`src/rtl/skin_patch_bbox.sv`:
```
// skin_patch_bbox
// Scans a snapshot of the GRID_W x GRID_H skin patch map one cell per clock
// and reports the bounding box, skin cell count and found flag once per frame.
// Optional build macro SKIN_ISOLATE_FILTER_EN: a skin cell is counted only if
// a horizontal neighbour in the same row is also skin (row edges are non-skin).
//
// state | meaning
// ------+-------------------------------------------------------------
// IDLE  | waiting for iStart; outputs hold the previous frame result
// SCAN  | one shadow-map cell evaluated per clock, raster order
// DONE  | results registered to the outputs, oValid pulses next cycle

module skin_patch_bbox #(
    parameter int GRID_W    = 40,
    parameter int GRID_H    = 30,
    parameter int MIN_COUNT = 1
) (
    input  logic                                  clk,
    input  logic                                  rst,
    input  logic                                  iStart,
    input  logic [GRID_W*GRID_H-1:0]              iSkinFrame,
    output logic                                  oBusy,
    output logic                                  oValid,
    output logic                                  oFound,
    output logic [$clog2(GRID_W)-1:0]             oMinX,
    output logic [$clog2(GRID_W)-1:0]             oMaxX,
    output logic [$clog2(GRID_H)-1:0]             oMinY,
    output logic [$clog2(GRID_H)-1:0]             oMaxY,
    output logic [$clog2(GRID_W*GRID_H+1)-1:0]    oCount
);

    localparam int N  = GRID_W * GRID_H;
    localparam int XW = $clog2(GRID_W);
    localparam int YW = $clog2(GRID_H);
    localparam int CW = $clog2(N + 1);
    localparam int IW = $clog2(N);

    localparam logic [XW-1:0] X_LAST   = XW'(GRID_W - 1);
    localparam logic [YW-1:0] Y_LAST   = YW'(GRID_H - 1);
    localparam logic [IW-1:0] IDX_LAST = IW'(N - 1);
    localparam logic [CW-1:0] MIN_CNT  = CW'(MIN_COUNT);

    typedef enum logic [1:0] {
        S_IDLE = 2'd0,
        S_SCAN = 2'd1,
        S_DONE = 2'd2
    } state_t;

    state_t          state_q,  state_d;
    logic [N-1:0]    shadow_q, shadow_d;
    logic [XW-1:0]   x_q,      x_d;
    logic [YW-1:0]   y_q,      y_d;
    logic [IW-1:0]   idx_q,    idx_d;
    logic [CW-1:0]   cnt_q,    cnt_d;
    logic [XW-1:0]   min_x_q,  min_x_d;
    logic [XW-1:0]   max_x_q,  max_x_d;
    logic [YW-1:0]   min_y_q,  min_y_d;
    logic [YW-1:0]   max_y_q,  max_y_d;

    logic            busy_q,   busy_d;
    logic            valid_q,  valid_d;
    logic            found_q,  found_d;
    logic [XW-1:0]   o_min_x_q, o_min_x_d;
    logic [XW-1:0]   o_max_x_q, o_max_x_d;
    logic [YW-1:0]   o_min_y_q, o_min_y_d;
    logic [YW-1:0]   o_max_y_q, o_max_y_d;
    logic [CW-1:0]   o_count_q, o_count_d;

    logic            cell_hit;

`ifdef SKIN_ISOLATE_FILTER_EN
    logic [IW-1:0]   idx_m1;
    logic [IW-1:0]   idx_p1;
    logic            left_skin;
    logic            right_skin;

    // Decide whether the current cell counts: skin with a skin horizontal neighbour
    always_comb begin
        idx_m1     = (idx_q == '0)       ? idx_q : idx_q - 1'b1;
        idx_p1     = (idx_q == IDX_LAST) ? idx_q : idx_q + 1'b1;
        left_skin  = (x_q != '0)     && shadow_q[idx_m1];
        right_skin = (x_q != X_LAST) && shadow_q[idx_p1];
        cell_hit   = shadow_q[idx_q] && (left_skin || right_skin);
    end
`else
    // Decide whether the current cell counts: any skin cell
    always_comb begin
        cell_hit = shadow_q[idx_q];
    end
`endif

    // Next-state and next-output computation for the scan controller
    always_comb begin
        state_d   = state_q;
        shadow_d  = shadow_q;
        x_d       = x_q;
        y_d       = y_q;
        idx_d     = idx_q;
        cnt_d     = cnt_q;
        min_x_d   = min_x_q;
        max_x_d   = max_x_q;
        min_y_d   = min_y_q;
        max_y_d   = max_y_q;
        busy_d    = busy_q;
        valid_d   = 1'b0;
        found_d   = found_q;
        o_min_x_d = o_min_x_q;
        o_max_x_d = o_max_x_q;
        o_min_y_d = o_min_y_q;
        o_max_y_d = o_max_y_q;
        o_count_d = o_count_q;

        case (state_q)
            S_IDLE: begin
                if (iStart) begin
                    shadow_d = iSkinFrame;
                    x_d      = '0;
                    y_d      = '0;
                    idx_d    = '0;
                    cnt_d    = '0;
                    min_x_d  = X_LAST;
                    max_x_d  = '0;
                    min_y_d  = Y_LAST;
                    max_y_d  = '0;
                    busy_d   = 1'b1;
                    state_d  = S_SCAN;
                end
            end

            S_SCAN: begin
                if (cell_hit) begin
                    cnt_d = cnt_q + 1'b1;
                    if (x_q < min_x_q) min_x_d = x_q;
                    if (x_q > max_x_q) max_x_d = x_q;
                    if (y_q < min_y_q) min_y_d = y_q;
                    if (y_q > max_y_q) max_y_d = y_q;
                end
                if (x_q == X_LAST) begin
                    x_d = '0;
                    y_d = y_q + 1'b1;
                end else begin
                    x_d = x_q + 1'b1;
                end
                idx_d = idx_q + 1'b1;
                if (idx_q == IDX_LAST) begin
                    busy_d  = 1'b0;
                    state_d = S_DONE;
                end
            end

            S_DONE: begin
                valid_d   = 1'b1;
                found_d   = (cnt_q >= MIN_CNT);
                o_count_d = cnt_q;
                // An empty frame reports a zero box rather than the inverted init values
                if (cnt_q == '0) begin
                    o_min_x_d = '0;
                    o_max_x_d = '0;
                    o_min_y_d = '0;
                    o_max_y_d = '0;
                end else begin
                    o_min_x_d = min_x_q;
                    o_max_x_d = max_x_q;
                    o_min_y_d = min_y_q;
                    o_max_y_d = max_y_q;
                end
                state_d = S_IDLE;
            end

            default: begin
                busy_d  = 1'b0;
                state_d = S_IDLE;
            end
        endcase
    end

    // State, scan working registers and registered outputs
    always_ff @(posedge clk) begin
        if (rst) begin
            state_q   <= S_IDLE;
            shadow_q  <= '0;
            x_q       <= '0;
            y_q       <= '0;
            idx_q     <= '0;
            cnt_q     <= '0;
            min_x_q   <= '0;
            max_x_q   <= '0;
            min_y_q   <= '0;
            max_y_q   <= '0;
            busy_q    <= 1'b0;
            valid_q   <= 1'b0;
            found_q   <= 1'b0;
            o_min_x_q <= '0;
            o_max_x_q <= '0;
            o_min_y_q <= '0;
            o_max_y_q <= '0;
            o_count_q <= '0;
        end else begin
            state_q   <= state_d;
            shadow_q  <= shadow_d;
            x_q       <= x_d;
            y_q       <= y_d;
            idx_q     <= idx_d;
            cnt_q     <= cnt_d;
            min_x_q   <= min_x_d;
            max_x_q   <= max_x_d;
            min_y_q   <= min_y_d;
            max_y_q   <= max_y_d;
            busy_q    <= busy_d;
            valid_q   <= valid_d;
            found_q   <= found_d;
            o_min_x_q <= o_min_x_d;
            o_max_x_q <= o_max_x_d;
            o_min_y_q <= o_min_y_d;
            o_max_y_q <= o_max_y_d;
            o_count_q <= o_count_d;
        end
    end

    assign oBusy  = busy_q;
    assign oValid = valid_q;
    assign oFound = found_q;
    assign oMinX  = o_min_x_q;
    assign oMaxX  = o_max_x_q;
    assign oMinY  = o_min_y_q;
    assign oMaxY  = o_max_y_q;
    assign oCount = o_count_q;

endmodule

```
`config.mk`:
```
export PLATFORM = sky130hd
export DESIGN_NAME = skin_patch_bbox
export DESIGN_NICKNAME = d
export VERILOG_FILES = /design/src/rtl/skin_patch_bbox.sv
export SDC_FILE = /design/constraint.sdc
export NUM_CORES = 2
export LEC_CHECK = 0
export CORE_AREA = 4 4 479 481
export DETAILED_ROUTE_END_ITERATION = 6
export DIE_AREA = 0 0 483 485
export GPL_TIMING_DRIVEN = 0
export RECOVER_POWER = 50
export SYNTH_ARGS = -nofsm -noshare
export SYNTH_HDL_FRONTEND = slang
export SYNTH_SLANG_ARGS = --single-unit
```
`constraint.sdc`:
```
create_clock -name clk -period 3.6 [get_ports clk]
set_input_delay 0.72 -clock clk [delete_from_list [all_inputs] [get_ports clk]]
set_output_delay 0.72 -clock clk [all_outputs]
set_load 0.01 [all_outputs]
```
# After elaboration in Yosys (flattened, before gate mapping)

Cells that the tools add are included.

Add/subtract/negate cells: 4
Magnitude comparators: 6
Bitwise logic cells: 1
Reduce and logical (&&, ||, !) cells: 13
Eq/ne operators: 12
Muxes and demuxes: 37

Operator list:

| kind                    | number |
|---|---|
| $mux W6                 | 9 |
| $mux W5                 | 9 |
| $pmux W11 S2            | 2 |
| $pmux W6 S2             | 3 |
| $pmux W5 S2             | 3 |
| $add A11 B1 Y11 const B | 2 |
| $mux W11                | 2 |
| $ne A2 B2 Y1 const B    | 8 |
| $reduce_and A4 Y1       | 4 |
| $lt A11 B12 Y1 const B  | 1 |
| $bmux W1 S11            | 1 |
| $eq A11 B11 Y1 const B  | 1 |
| $ge A11 B1 Y1 const B   | 1 |
| $logic_not A11 Y1       | 1 |
| $reduce_and A3 Y1       | 3 |
| $add A6 B1 Y6 const B   | 1 |
| $eq A6 B6 Y1 const B    | 1 |
| $gt A6 B6 Y1            | 1 |
| $lt A6 B6 Y1            | 1 |
| $reduce_and A2 Y1       | 3 |
| $add A5 B1 Y5 const B   | 1 |
| $gt A5 B5 Y1            | 1 |
| $lt A5 B5 Y1            | 1 |
| $mux W1                 | 4 |
| other kinds (8)         | 9 |

Output and inout bits: 36
Word-level logic and storage cells: 91
Register bits: 1293
Input port bits: 1203

# Logic depth before layout (Yosys ltp)

Word-level depth: 4
Gate-level depth with buffers: 16
Depth with buffers taken out: 11

# Least setup slack after synthesis

OpenSTA, ideal clock, no wires.

Path type: register to register
Start: reg idx_q[0]
End: reg cnt_q[2]
Required time: 3.530 ns
Clock period less this slack: 3.269 ns
Arrival: 3.199 ns
Stages on the path, launching flop included: 14
Setup time: 0.070 ns
Setup slack: 0.331 ns
Path buffers: 5
Path through: dfxtp_1 -> buf_6 -> buf_8 -> buf_8 -> buf_6 -> mux4_2 -> mux4_2 -> a22oi_1 -> nand3_1 -> a22oi_2 -> o211a_4 -> buf_6 -> mux2_1 -> a21oi_1

Word-level cells in the longest chain between the ends: 4

RTL lines:

| item                          | line | RTL |
|---|---|---|
| start: declaration            | 53   | `logic [IW-1:0] idx_q, idx_d;` |
| start signal: assignment      | 203  | `idx_q <= idx_d;` |
| $bmux W1 S11                  | 88   | `cell_hit = shadow_q[idx_q];` |
| $mux W1 (not written as such) | 88   |  |
| $ne A2 B2 Y1 (no line)        | -    |  |
| $reduce_and A3 Y1 (no line)   | -    |  |
| end signal: assignment        | 204  | `cnt_q <= cnt_d;` |
| end: declaration              | 54   | `logic [CW-1:0] cnt_q, cnt_d;` |

Every way passes these cells. The select of a mux whose other input is x is not followed.
A chain may end at the register's enable or synchronous reset.

# Final worst setup path

Ends and elaborated chain as after synthesis.

==> summary.txt <==
Worst setup path
  • CP Data Required Time: between 4 and 5 ns
  • Most used cell, CP: buf_12
  • Slowest stage delay, CP: 0.53 ns
  • Setup crit start kind: flop
  • CP arrival: 4.78 ns
  • WS Path Type: reg -> reg
  • CP max stage cell: mux4_2
  • CP delay by family, top: compound AO/OA/AOI/OAI gates
  • Worst-path fanout max: 6
  • Crit. End Element: flop
  • CP Cell Sequence: buf_12 -> buf_16 -> buf_12 -> buf_16 -> buf_12 -> mux4_2 -> o22ai_1 -> a32oi_1 -> a41oi_2 -> o41ai_4 -> o311ai_4 -> buf_12 -> o211a_4 -> buf_8 -> mux2_4 -> a21oi_2
  • Critical path buffer and inverter count: 7

Synth
  • Post-synthesis sequential area ratio: 46.98%
  • Cells after synthesis: 6495
  • Async SR Flop Fraction: 0%
  • Netlist cell types: 83
  • Synth Warn #: 0
  • Syn_area_per_cell: 8.483 µm²
  • Synth area leaders: dfxtp_1 47%, nand2_1 17%, mux4_2 12%
  • Post-synthesis register bit count: ~1300
  • Post-synthesis cell area: 0.05510 mm²
  • Net Count, Synth: 7724
  • Leading area contributor after synthesis: dfxtp_1
  • Main synth FF type: dfxtp_1
  • Synth top area share: 46.98%
  • Count of flip-flops with a built-in enable after synthesis: 0

GRT
  • Vias in the first global route: between 50000 and 60000
  • Antenna violations before repair: roughly 140
  • Largest net degree at the start of global routing: 17
  • First-pass GRT wire length: 462.9 mm
  • Global route overflow: 0
  • Total GRT Usage: ~29%

Drt
  • DR iter-0 viols: 5225
  • Antenna-violating nets left: 0
  • Routed Wire Length: 351.4 mm
  • TritonRoute pass-1 iters: 6
  • Post-DR wirelength/cell: roughly 31 µm
  • Vias per inst: 5.039
  • Via count: between 50000 and 60000
  • DRC: 0

Floorplanning
  • Die height: 485 µm
  • Initial Utilization: 24.52%
  • Site row count: 174
  • Die area: 0.2343 mm²
  • Die Wd: 483 µm
  • I/O pin cnt: between 1000 and 1500
  • Core Region: 0.2247 mm²

Status
  • Run status: finished, violations left
  • Failing checks: max-capacitance violations, max-slew violations, negative setup slack

Flow run
  • Max Cap Viol: 1

Place
  • Dpl ws: -3.043 ns
  • Port buffer count: 1237
  • GPL Wtd Cong: approximately 0.93
  • Dpl hpwl: 277.0 mm

Final layout
  • Area Growth Syn to Fin: 44.68%
  • Share of cells above drive strength 1: 11.14%
  • Final net count: 9234

Worst hold path
  • Hold crit path type: reg -> reg

Power and ir drop
  • Lkg Pwr: 28.35 nW
  • PD cells: 466.9 mW/mm²
  • Max VDD drop: 0.3972 mV

STA
  • Crit share post-route: 112.8%
  • Fmax: 246.2 MHz
  • Final Skew: 0.02614 ns
  • Max Slew Vio Count: 11
  • Final hold vios: 0
  • Hold slack: 0.4514 ns
  • Rel. slew slack: -45.47%
  • Slew @ Worst Pin: 2.182 ns
  • RSZ-0062 raised after global routing: yes
  • Setup_tns: -33.04 ns
  • Final setup vio count: roughly 270
  • Minimum clock period: 4.062 ns
  • Final worst slack: -0.4616 ns

Clocking
  • CTS sink cnt: 1293
  • H-Tree Depth: 4
  • CTS tree: done
  • Clock transition at path regs: 0.06 ns
  • Clk Latency, worst-skew pair: 0.81 ns
  • Longest Clk Path Bufs: 3
  • CTS Root Buffer Type: clkbuf_16
  • CTS Buf Count: 152
==> routing by layer <==
metal / vias to the layer above / share of wire, % / global-route usage (%)
met5: - / 0.080 / 0
li1: 25188 / - / -
met3: 613 / 8.0 / 6.758
met1: 27606 / 40 / 35.24
met4: 42 / 4.4 / 11.40
met2: 2855 / 48 / 48.39
==> power by group <==
part           leakage, nW  internal [mW]  switching, mW
Sequential            10.6           15.1          0.462
Clock                 2.44           9.00           6.62
Combinational         15.3           2.72           3.27
==> cells in the final DEF, fill, tap and decap left out, types with 8 or more instances in the layout <==
cell type / synthesis / routed
clkdlybuf4s50_1: 0 / 1201
clkbuf_1: 441 / 440
clkbuf_16: 0 / 156
buf_12: 3 / 55
a211oi_1: 11 / 8
ha_1: 26 / 26
o211ai_1: 13 / 13
nor4_1: 17 / 9
a21oi_1: 1276 / 1262
nor2b_1: 24 / 15
a21oi_2: 1 / 13
clkinv_4: 0 / 11
a21o_1: 12 / 12
a22oi_1: 85 / 82
mux4_2: 296 / 296
nand2b_1: 27 / 26
mux2_2: 8 / 8
nand2_1: 2497 / 2488
buf_8: 9 / 11
o21ai_0: 16 / 15
mux2i_1: 69 / 54
clkbuf_8: 0 / 44
mux2i_2: 0 / 10
clkinv_2: 0 / 21
dfxtp_1: 1293 / 1290
inv_1: 32 / 31
diode_2: 0 / 63
buf_6: 25 / 23
nor3_1: 19 / 18
clkbuf_2: 0 / 17
buf_16: 0 / 41
buf_4: 19 / 76
nand3_1: 31 / 30
nor2_1: 70 / 66
dlygate4sd3_1: 0 / 36
==> worst reg2reg max path, stage by stage (launching register included) <==
cell      delay, ns
dfxtp_4        0.37
buf_12         0.17
buf_16         0.16
buf_12         0.14
buf_16         0.12
buf_12         0.20
mux4_2         0.56
o22ai_1        0.34
a32oi_1        0.13
a41oi_2        0.38
o41ai_4        0.18
o311ai_4       0.34
buf_12         0.17
o211a_4        0.22
buf_8          0.13
mux2_4         0.30
a21oi_2        0.11
==> worst paths after layout <==
kind,depth (start not counted),startpoint,end,slack (ns)
worst min-delay path,2,shadow_q[1128],shadow_q[1128],0.45
worst max-delay path,16,idx_q[0],cnt_q[2],-0.46
worst max register to register,16,idx_q[0],cnt_q[2],-0.46
worst min register to register,2,shadow_q[1128],shadow_q[1128],0.45
==> logic make-up after synthesis <==
family / Yosys count / share of synthesized area (%)
AO/OA/AOI/OAI: 1501 / 14.88
XOR/XNOR: 3 / 0.04770
adder cells (fa/ha/maj): 26 / 0.5904
multiplexers: 374 / 13.54
flip-flops: 1293 / 46.98
buffers and inverters: 574 / 4.715
AND/OR/NAND/NOR: 2724 / 19.25
==> sequential cells by signal (all words and copies together) (netlist names) <==
register	flops
cnt_q	11
idx_q	11
max_x_q	6
max_y_q	5
min_x_q	6
min_y_q	5
oBusy	1
oCount	11
oFound	1
oMaxX	6
oMaxY	5
oMinX	6
oMinY	5
oValid	1
shadow_q	1200
state_q	2
x_q	6
y_q	5
==> area by class of cell <==
type	instances	area (µm²)
flip-flops and latches	1293	25890
plain buffers	535	3606
clock buffers	221	4477
repair buffers	1359	13880
clock inverters	46	473.0
multi-input cells	4628	27330
inverters	36	152.6
fillers	23211	145000
well taps	2992	3744
diodes	63	157.7
==> metrics by stage <==
stage	std cells	total power, mW	util [%]	cell area [µm²]
3_5_place_dp	10733	21.46	31.80	71450
4_1_cts	11104	37.43	35.37	79460
3_3_place_gp	10724	21.37	31.70	71220
2_1_floorplan	6495	18.22	-	55100
5_1_grt	11146	38.39	35.45	79640
6_report	11173	37.21	35.48	79710
==> repair_timing <==
| action | in CTS | in global routing |
|---|---|---|
| cloned | 1 | 0 |
| hold buffers | 0 | 0 |
| setup buffers | 106 | 6 |
| gates resized for setup | 411 | 17 |
| pin swaps | 38 | 9 |
| endpoints found under the setup margin | 80 | 47 |
==> synth_stat cells, types with 13 or more instances <==
cell type / instances
nand2_1: 2497
dfxtp_1: 1293
a21oi_1: 1276
clkbuf_1: 441
mux4_2: 296
a22oi_1: 85
nor2_1: 70
mux2i_1: 69
inv_1: 32
nand3_1: 31
buf_2: 27
nand2b_1: 27
ha_1: 26
buf_6: 25
nor2b_1: 24
buf_4: 19
nor3_1: 19
nor4_1: 17
o21ai_0: 16
buf_1: 14
o211ai_1: 13
(Power assumes the default switching activity.)
